## src/rtl/and_unit_arbiter_if.sv

```systemverilog
// ----------------------------------------------------------------------------
// and_unit_arbiter_if
//   Bundles the requester, datapath and response channels of the AND-unit
//   arbiter. The arbiter connects through the slave modport; the surrounding
//   pin logic, datapath and result consumer connect through the master modport.
//
//   Signals (directions as seen by the arbiter / slave modport):
//     req0_valid, req0_a, req0_b   in   requester 0 operand pair + valid
//     req0_ready                   out  requester 0 accepted this cycle
//     req1_valid, req1_a, req1_b   in   requester 1 operand pair + valid
//     req1_ready                   out  requester 1 accepted this cycle
//     dp_a, dp_b                   out  registered operands to the datapath
//     dp_busy                      out  datapath holds an in-flight operation
//     dp_y                         in   datapath result
//     rsp_valid, rsp_data, rsp_id  out  registered result and owner ID
//     rsp_ready                    in   consumer accepts result
// ----------------------------------------------------------------------------
interface and_unit_arbiter_if #(
    parameter int WIDTH = 8
);
    logic             req0_valid;
    logic             req0_ready;
    logic [WIDTH-1:0] req0_a;
    logic [WIDTH-1:0] req0_b;

    logic             req1_valid;
    logic             req1_ready;
    logic [WIDTH-1:0] req1_a;
    logic [WIDTH-1:0] req1_b;

    logic [WIDTH-1:0] dp_a;
    logic [WIDTH-1:0] dp_b;
    logic             dp_busy;
    logic [WIDTH-1:0] dp_y;

    logic             rsp_valid;
    logic             rsp_ready;
    logic [WIDTH-1:0] rsp_data;
    logic             rsp_id;

    modport slave (
        input  req0_valid, req0_a, req0_b,
        input  req1_valid, req1_a, req1_b,
        input  dp_y,
        input  rsp_ready,
        output req0_ready, req1_ready,
        output dp_a, dp_b, dp_busy,
        output rsp_valid, rsp_data, rsp_id
    );

    modport master (
        output req0_valid, req0_a, req0_b,
        output req1_valid, req1_a, req1_b,
        output dp_y,
        output rsp_ready,
        input  req0_ready, req1_ready,
        input  dp_a, dp_b, dp_busy,
        input  rsp_valid, rsp_data, rsp_id
    );
endinterface

```

## src/rtl/and_unit_arbiter.sv

```systemverilog
// ----------------------------------------------------------------------------
// and_unit_arbiter
//   Round-robin arbiter/sequencer sharing one WIDTH-bit AND datapath between
//   two requesters. A granted operand pair is registered onto dp_a/dp_b, the
//   block waits LAT cycles for dp_y, then presents the registered result with
//   the owning requester ID on the response channel until it is accepted.
//   One operation is in flight at a time (at most one per LAT+2 cycles).
//
//   Parameters:
//     WIDTH  operand/result width in bits (must match the interface WIDTH)
//     LAT    datapath latency in cycles, LAT >= 1
//
//   Ports:
//     clk    in   system clock, rising edge
//     rst_n  in   asynchronous active-low reset
//     bus    --   and_unit_arbiter_if.slave: requester, datapath and
//                 response channels
//     busy   out  high whenever the sequencer is not idle
// ----------------------------------------------------------------------------
module and_unit_arbiter #(
    parameter int WIDTH = 8,
    parameter int LAT   = 1
) (
    input  logic                 clk,
    input  logic                 rst_n,
    and_unit_arbiter_if.slave    bus,
    output logic                 busy
);

    localparam int CW = $clog2(LAT + 1);

    typedef enum logic [1:0] {
        IDLE = 2'd0,
        WAIT = 2'd1,
        RESP = 2'd2
    } state_t;

    state_t           state, state_n;
    logic             ptr, ptr_n;
    logic [CW-1:0]    cnt, cnt_n;
    logic [WIDTH-1:0] dp_a_q, dp_a_n;
    logic [WIDTH-1:0] dp_b_q, dp_b_n;
    logic             dp_busy_q, dp_busy_n;
    logic             rsp_valid_q, rsp_valid_n;
    logic [WIDTH-1:0] rsp_data_q, rsp_data_n;
    logic             rsp_id_q, rsp_id_n;

    logic             grant_any;
    logic             grant_id;
    logic             ready0, ready1;

    // A lone requester wins regardless of the pointer; the pointer only
    // breaks ties when both are valid.
    assign grant_any = bus.req0_valid | bus.req1_valid;
    assign grant_id  = (bus.req0_valid & bus.req1_valid) ? ptr : bus.req1_valid;

    always_comb begin
        state_n     = state;
        ptr_n       = ptr;
        cnt_n       = cnt;
        dp_a_n      = dp_a_q;
        dp_b_n      = dp_b_q;
        dp_busy_n   = dp_busy_q;
        rsp_valid_n = rsp_valid_q;
        rsp_data_n  = rsp_data_q;
        rsp_id_n    = rsp_id_q;
        ready0      = 1'b0;
        ready1      = 1'b0;

        unique case (state)
            IDLE: begin
                // ready is combinational, so it is gated by rst_n to keep
                // every output low while reset is held.
                if (grant_any && rst_n) begin
                    ready0    = ~grant_id;
                    ready1    = grant_id;
                    dp_a_n    = grant_id ? bus.req1_a : bus.req0_a;
                    dp_b_n    = grant_id ? bus.req1_b : bus.req0_b;
                    rsp_id_n  = grant_id;
                    ptr_n     = ~grant_id;
                    cnt_n     = CW'(LAT - 1);
                    dp_busy_n = 1'b1;
                    state_n   = WAIT;
                end
            end

            WAIT: begin
                if (cnt != '0) begin
                    cnt_n = cnt - CW'(1);
                end else begin
                    rsp_data_n  = bus.dp_y;
                    rsp_valid_n = 1'b1;
                    dp_busy_n   = 1'b0;
                    state_n     = RESP;
                end
            end

            RESP: begin
                if (bus.rsp_ready) begin
                    rsp_valid_n = 1'b0;
                    state_n     = IDLE;
                end
            end

            default: begin
                state_n = IDLE;
            end
        endcase
    end

    always_ff @(posedge clk or negedge rst_n) begin
        if (!rst_n) begin
            state       <= IDLE;
            ptr         <= 1'b0;
            cnt         <= '0;
            dp_a_q      <= '0;
            dp_b_q      <= '0;
            dp_busy_q   <= 1'b0;
            rsp_valid_q <= 1'b0;
            rsp_data_q  <= '0;
            rsp_id_q    <= 1'b0;
        end else begin
            state       <= state_n;
            ptr         <= ptr_n;
            cnt         <= cnt_n;
            dp_a_q      <= dp_a_n;
            dp_b_q      <= dp_b_n;
            dp_busy_q   <= dp_busy_n;
            rsp_valid_q <= rsp_valid_n;
            rsp_data_q  <= rsp_data_n;
            rsp_id_q    <= rsp_id_n;
        end
    end

    assign bus.req0_ready = ready0;
    assign bus.req1_ready = ready1;
    assign bus.dp_a       = dp_a_q;
    assign bus.dp_b       = dp_b_q;
    assign bus.dp_busy    = dp_busy_q;
    assign bus.rsp_valid  = rsp_valid_q;
    assign bus.rsp_data   = rsp_data_q;
    assign bus.rsp_id     = rsp_id_q;
    assign busy           = (state != IDLE);

    // Structural invariants of the sequencer.
    a_ready_onehot: assert property (@(posedge clk) disable iff (!rst_n)
        !(ready0 && ready1));
    a_ready_only_idle: assert property (@(posedge clk) disable iff (!rst_n)
        (ready0 || ready1) |-> (state == IDLE));
    a_rsp_hold: assert property (@(posedge clk) disable iff (!rst_n)
        (rsp_valid_q && !bus.rsp_ready) |=>
            (rsp_valid_q && $stable(rsp_data_q) && $stable(rsp_id_q)));

endmodule

```

## src/flat_wrapper.sv

```systemverilog
// flat-port wrapper written by rule: the top's interface ports become plain ports
module and_unit_arbiter_flat 
#(
    parameter int WIDTH = 8,
    parameter int LAT   = 1
)
  (clk, rst_n, busy, bus_req0_valid, bus_req0_a, bus_req0_b, bus_req1_valid, bus_req1_a, bus_req1_b, bus_dp_y, bus_rsp_ready, bus_req0_ready, bus_req1_ready, bus_dp_a, bus_dp_b, bus_dp_busy, bus_rsp_valid, bus_rsp_data, bus_rsp_id);
  and_unit_arbiter_if #(.WIDTH(WIDTH)) bus_i ();
  input  logic clk;
  input  logic rst_n;
  output logic busy;
  input wire logic [$bits(bus_i.req0_valid)-1:0] bus_req0_valid;
  input wire logic [$bits(bus_i.req0_a)-1:0] bus_req0_a;
  input wire logic [$bits(bus_i.req0_b)-1:0] bus_req0_b;
  input wire logic [$bits(bus_i.req1_valid)-1:0] bus_req1_valid;
  input wire logic [$bits(bus_i.req1_a)-1:0] bus_req1_a;
  input wire logic [$bits(bus_i.req1_b)-1:0] bus_req1_b;
  input wire logic [$bits(bus_i.dp_y)-1:0] bus_dp_y;
  input wire logic [$bits(bus_i.rsp_ready)-1:0] bus_rsp_ready;
  output wire logic [$bits(bus_i.req0_ready)-1:0] bus_req0_ready;
  output wire logic [$bits(bus_i.req1_ready)-1:0] bus_req1_ready;
  output wire logic [$bits(bus_i.dp_a)-1:0] bus_dp_a;
  output wire logic [$bits(bus_i.dp_b)-1:0] bus_dp_b;
  output wire logic [$bits(bus_i.dp_busy)-1:0] bus_dp_busy;
  output wire logic [$bits(bus_i.rsp_valid)-1:0] bus_rsp_valid;
  output wire logic [$bits(bus_i.rsp_data)-1:0] bus_rsp_data;
  output wire logic [$bits(bus_i.rsp_id)-1:0] bus_rsp_id;
  assign bus_i.req0_valid = bus_req0_valid;
  assign bus_i.req0_a = bus_req0_a;
  assign bus_i.req0_b = bus_req0_b;
  assign bus_i.req1_valid = bus_req1_valid;
  assign bus_i.req1_a = bus_req1_a;
  assign bus_i.req1_b = bus_req1_b;
  assign bus_i.dp_y = bus_dp_y;
  assign bus_i.rsp_ready = bus_rsp_ready;
  assign bus_req0_ready = bus_i.req0_ready;
  assign bus_req1_ready = bus_i.req1_ready;
  assign bus_dp_a = bus_i.dp_a;
  assign bus_dp_b = bus_i.dp_b;
  assign bus_dp_busy = bus_i.dp_busy;
  assign bus_rsp_valid = bus_i.rsp_valid;
  assign bus_rsp_data = bus_i.rsp_data;
  assign bus_rsp_id = bus_i.rsp_id;
  and_unit_arbiter #(.WIDTH(WIDTH), .LAT(LAT)) u_core (.clk(clk), .rst_n(rst_n), .bus(bus_i), .busy(busy));
endmodule
```

## config.mk

```make
export PLATFORM = sky130hd
export DESIGN_NAME = and_unit_arbiter_flat
export DESIGN_NICKNAME = d
export VERILOG_FILES = /design/src/rtl/and_unit_arbiter_if.sv /design/src/rtl/and_unit_arbiter.sv /design/src/flat_wrapper.sv
export SDC_FILE = /design/constraint.sdc
export NUM_CORES = 1
export LEC_CHECK = 0
export CAP_MARGIN = 30
export CORE_MARGIN = 2
export CORE_UTILIZATION = 35
export DETAILED_ROUTE_END_ITERATION = 8
export MAX_ROUTING_LAYER = met4
export PLACE_DENSITY = 0.79
export SYNTH_ARGS = -nofsm -noshare
export SYNTH_HDL_FRONTEND = slang
export SYNTH_SLANG_ARGS = --single-unit
```

## constraint.sdc

```tcl
create_clock -name clk -period 1.55 [get_ports clk]
set_input_delay 0.2325 -clock clk [delete_from_list [all_inputs] [get_ports clk]]
set_output_delay 0.2325 -clock clk [all_outputs]
set_load 0.03 [all_outputs]
```

; ---- Word-level counts from Yosys, hierarchy flattened
; Index checks and enable logic that the tools add are counted.
[word_totals]
reg_bits = 31
word_cells = 50
out_inout_bits = 30
in_bits = 45
[op_classes]
n_bitwise = 4
reduce_logical = 11
eq_ne = 5
n_mux = 20
n_addsub = 1
[op_table]
columns = cell, count
row1 = 2-to-1 mux 8 bit, 2
row2 = 2-to-1 mux 1 bit, 11
row3 = AND reduction 3 bit, 3
row4 = 2-to-1 mux 2 bit, 3
row5 = case mux 1 bit (2 select lines), 3
row6 = case mux 2 bit (3 select lines), 1
row7 = AND reduction 2 bit, 3
row8 = nonzero test 2 bit, 3
row9 = "inequality test 2 bit, second input constant", 2
row10 = "equality test 2 x 1 -> 1 bit, second input constant", 1
row11 = "equality test 2 bit, second input constant", 1
row12 = logical NOT 2 bit, 1
row13 = "inequality test 2 x 1 -> 1 bit, second input constant", 1
row14 = NOT 1 bit, 2
row15 = AND 1 bit, 1
row16 = logical AND 1 bit, 1
row17 = bitwise OR 1 bit, 1
row18 = "subtractor 1 bit, second input constant", 1

; ---- Depth between registers and ports, before layout
[depth]
word_depth = 5
mapped_depth = 6
depth_no_buf = 3

; ---- Least setup slack after synthesis
; OpenSTA, ideal clock, no wires.
[synth_timing]
path_kind = register to output
startpoint = register u_core.state[1]
endpoint = output port bus_req1_ready
slack_ns = -0.205
arrival_time_ns = 1.523
path_stages_with_launch = 5
path_buffers = 2
required_ns = 1.317
path_cell_list = dfrtp_1 > or3b_1 > buf_6 > buf_12 > nor3b_2
[synth_between]
elab_chain_len = 2
[synth_rtl]
columns = item, line_no
row1 = "start, declared", and_unit_arbiter.sv:38  ; state_t state, state_n;
row2 = "start signal, assigned", and_unit_arbiter.sv:123  ; state <= state_n;
row3 = logical NOT 2 bit, and_unit_arbiter.sv:70  ; unique case (state)
row4 = 2-to-1 mux 1 bit, and_unit_arbiter.sv:70
row5 = "end, declared", flat_wrapper.sv:21  ; output wire logic [$bits(bus_i.req1_ready)-1:0] bus_req1_ready;
; No other way between the ends.

; ---- Worst setup path after layout
[layout_timing]
startpoint = register u_core.state[0]
endpoint = output port bus_req1_ready
; The elaborated chain is that of the path after synthesis.

==> flow_summary.yaml <==
run_status:
  status: "finished, violations left"
  violations: "negative setup slack"
worst_setup_path:
  reg2reg_to: "u_core.bus.dp_b[4]"
  startpoint_type: "register"
  cp-end-kind: "output port"
  crit_fanout: 3
  worst-r2r-setup-slack_ns: 0.04
  cp.required_ns: 1.32
  reg2reg_from: "u_core.state[0]"
  cp-startpoint: "u_core.state[0]"
  ff2ff_path_depth: 5
  critPathKind: "register to output port"
  cp.arrival_ns: 1.50
detailed_routing:
  antenna_left: 0
  wl_met2_um: 2150
  routed_wl_um: 3990
  dr.pass1.iters: 4
  avgRoutedWirePerCell_um: 15.7
  met1_length_um: 1610
  dr.max_layer_used: "met4"
  dr_wl_met3_um: 167
  drt_drc_violations_left: 0
  drt_iter0_drc: 74
  vias: 1282
  vias_per_cell: 5.05
clocking:
  cts_buffers: 5
  clk_latency_ns: 0.27
  clk_path_buf_depth: 2
  cts_htree_levels: 2
  clkSinkCount: 30
  path_clk_slew_ns: 0.06
  root_buffer: "clkbuf_8"
  cts_tree: "done"
  hold_buffers: 0
synth:
  netlist_instances: 119
  synth-seq-cells: 30
  synth_top_cell_area_share_pct: 54.0
  synth_cell_type_count: 23
  ys_seq_area_share_pct: 54.0
  ys_warn_count: 0
  synthesis.area_um2: 1390
  syn-mean-instance-area_um2: 11.7
  synth_area_leader_cell: "dfrtp_1"
  synth_nets: 164
  ys_top_cells_by_area: "dfrtp_1 54%, a221o_1 12%, nor3_2 6.5%, mux2_2 6.5%, nand2_1 4.6%"
floorplan:
  io_pins: 75
  die_x_um: 67.0
  row_count: 22
  dieArea_um2: 4490
  start_util_pct: 37.1
  core_area_um2: 3740
  die_y_um: 67.0
cells_and_area:
  syn_to_final_growth_pct: 71.3
  fillers: 299
  final_cell_mix: "44 x clkdlybuf4s50_1, 30 x dfrtp_1, 17 x nand2_1, 16 x a221o_1, 16 x buf_4"
  layout.nets: 250
  multi_input_area_um2: 561
  seq_area_um2: 751
  diodes: 0
  layout_commonest_cell: "clkdlybuf4s50_1"
  layout-drive-gt1-share_pct: 24.3
  fin_area_um2: 2380
job:
  drv_cap: 0
sta:
  slew_headroom_pct: 77.4
  drv_slew: 0
  setup_viol: 2
  fmax_mhz: 578
  layout_setup_ws_ns: -0.181
  grt_setup_unrepaired: "yes"
  period_needed_ns: 1.73
  final.period_utilization_pct: 112
  hold_viol: 0
  fin_skew_ns: 0.00523
  worst_pin_slew_ns: 0.338
placement:
  gp_congestion: 0.824
  io_buffers: 74
  post_dp_cell_area_um2: 2220
  dp_hpwl_um: 2990
grt:
  grt_pass1_wl_um: 6030
  antenna_found_initial: 0
  grt_overflow: 0
  grt_max_degree: 18
  first_global_vias: 1342
  grt_usage_pct: 18.7
power_and_ir_drop:
  clkPwrFrac_pct: 15.3
  switching_share_pct: 40.9
  p_int_w: 0.00247
  powerDensity_nw_per_um2: 1750
  combPwrFrac_pct: 52.4
  p_leak_nw: 1.19
  p_seq_share_pct: 32.2
  p_switching_w: 0.00171
  p_total_w: 0.00418
  peakVddDrop_v: 0.000905
min_path:
  hp-class: "primary input to asynchronous set/reset pin"
-- area by class of cell --
type                       count  area share, %
multi-input combinational     73           23.5
timing repair buffer          90           37.6
tap                           48           2.52
clock buffer                   6           3.47
inverter                       5          0.788
clock inverter                 2          0.525
sequential                    30           31.5
-- cells by family (layout without fill, tap and decap cells) --
logic type      after synthesis  count (layout)  synth area share [%]
simple gates                 42              42                  18.1
flops                        30              30                  54.0
compound gates               23              23                  14.2
buf+inv                      16             103                  7.20
mux                           8               8                  6.48
-- sequential cells by signal, summed over array words and instances, names as in the netlist --
name and count:
u_core.state 2, u_core.bus.rsp_valid 1, u_core.bus.rsp_data 8, u_core.bus.dp_a 8, u_core.bus.dp_busy 1, u_core.bus.dp_b 8
u_core.bus.rsp_id 1, u_core.ptr 1
-- cell usage after synthesis --
| library cell | n |
|---|---|
| buf_6 | 2 |
| clkbuf_1 | 3 |
| and3_1 | 1 |
| nor2_1 | 2 |
| o21ai_0 | 3 |
| a221o_1 | 16 |
| nor3b_1 | 1 |
| nor3_1 | 7 |
| nor2b_1 | 1 |
| nor3b_2 | 1 |
| and2b_1 | 1 |
| or3b_1 | 1 |
| a21oi_1 | 3 |
| a21o_1 | 1 |
| nand2_1 | 17 |
| buf_2 | 4 |
| inv_1 | 5 |
| mux2_2 | 8 |
| nor3_2 | 9 |
| or2_2 | 1 |
| buf_4 | 1 |
| dfrtp_1 | 30 |
| buf_12 | 1 |
-- power by group through the flow --
| stage | clock (W) | sequential (W) | combinational (W) |
|---|---|---|---|
| global placement | 0 | 0.00135 | 0.00224 |
| detailed placement | 0 | 0.00137 | 0.00228 |
| floorplan | 0 | 0.00203 | 0.000601 |
| finish | 0.000641 | 0.00135 | 0.00219 |
| global route | 0.000703 | 0.00139 | 0.00230 |
| CTS | 0.000662 | 0.00136 | 0.00221 |
-- routing by layer --
layer,global-route usage (%),vias up
met5,-,-
met4,8.16,0
met3,3.04,6
met2,33.3,35
met1,20.4,637
li1,-,604
-- worst max path at each step --
stage,cells after the start,endpoint
after detailed placement,5,u_core.bus.dp_a[6]
after CTS,3,bus_req1_ready
after global placement,4,bus_req1_ready
after global routing,3,bus_req1_ready
after floorplan,4,bus_req1_ready
final,3,bus_req1_ready
-- critical path, stage by stage, from the launching register on --
cell and delay (ns):
dfrtp_1 0.42, or3b_4 0.43, nor3b_4 0.22, buf_6 0.16
-- repair_timing --
action                                 4_1_cts  5_1_grt
pin swaps                                    2        3
setup endpoints to repair                   18       26
buffers inserted                             1        2
endpoints found under the hold margin        0        0
gates resized for setup                     18       23
-- stage by stage --
stage	util, %	cells	worst slack (ns)	hold slack, ns	setup TNS, ns
final	63.6	254	-0.181	0.117	-0.300
after global routing	63.6	254	-0.227	0.134	-0.443
after CTS	62.0	252	-0.202	0.103	-0.364
after detailed placement	59.3	243	-0.310	0.498	-4.52
after global placement	59.3	243	-0.227	0.488	-3.75
after floorplan	-	119	-0.0979	-0.0631	-0.170
(Power assumes the default switching activity.)
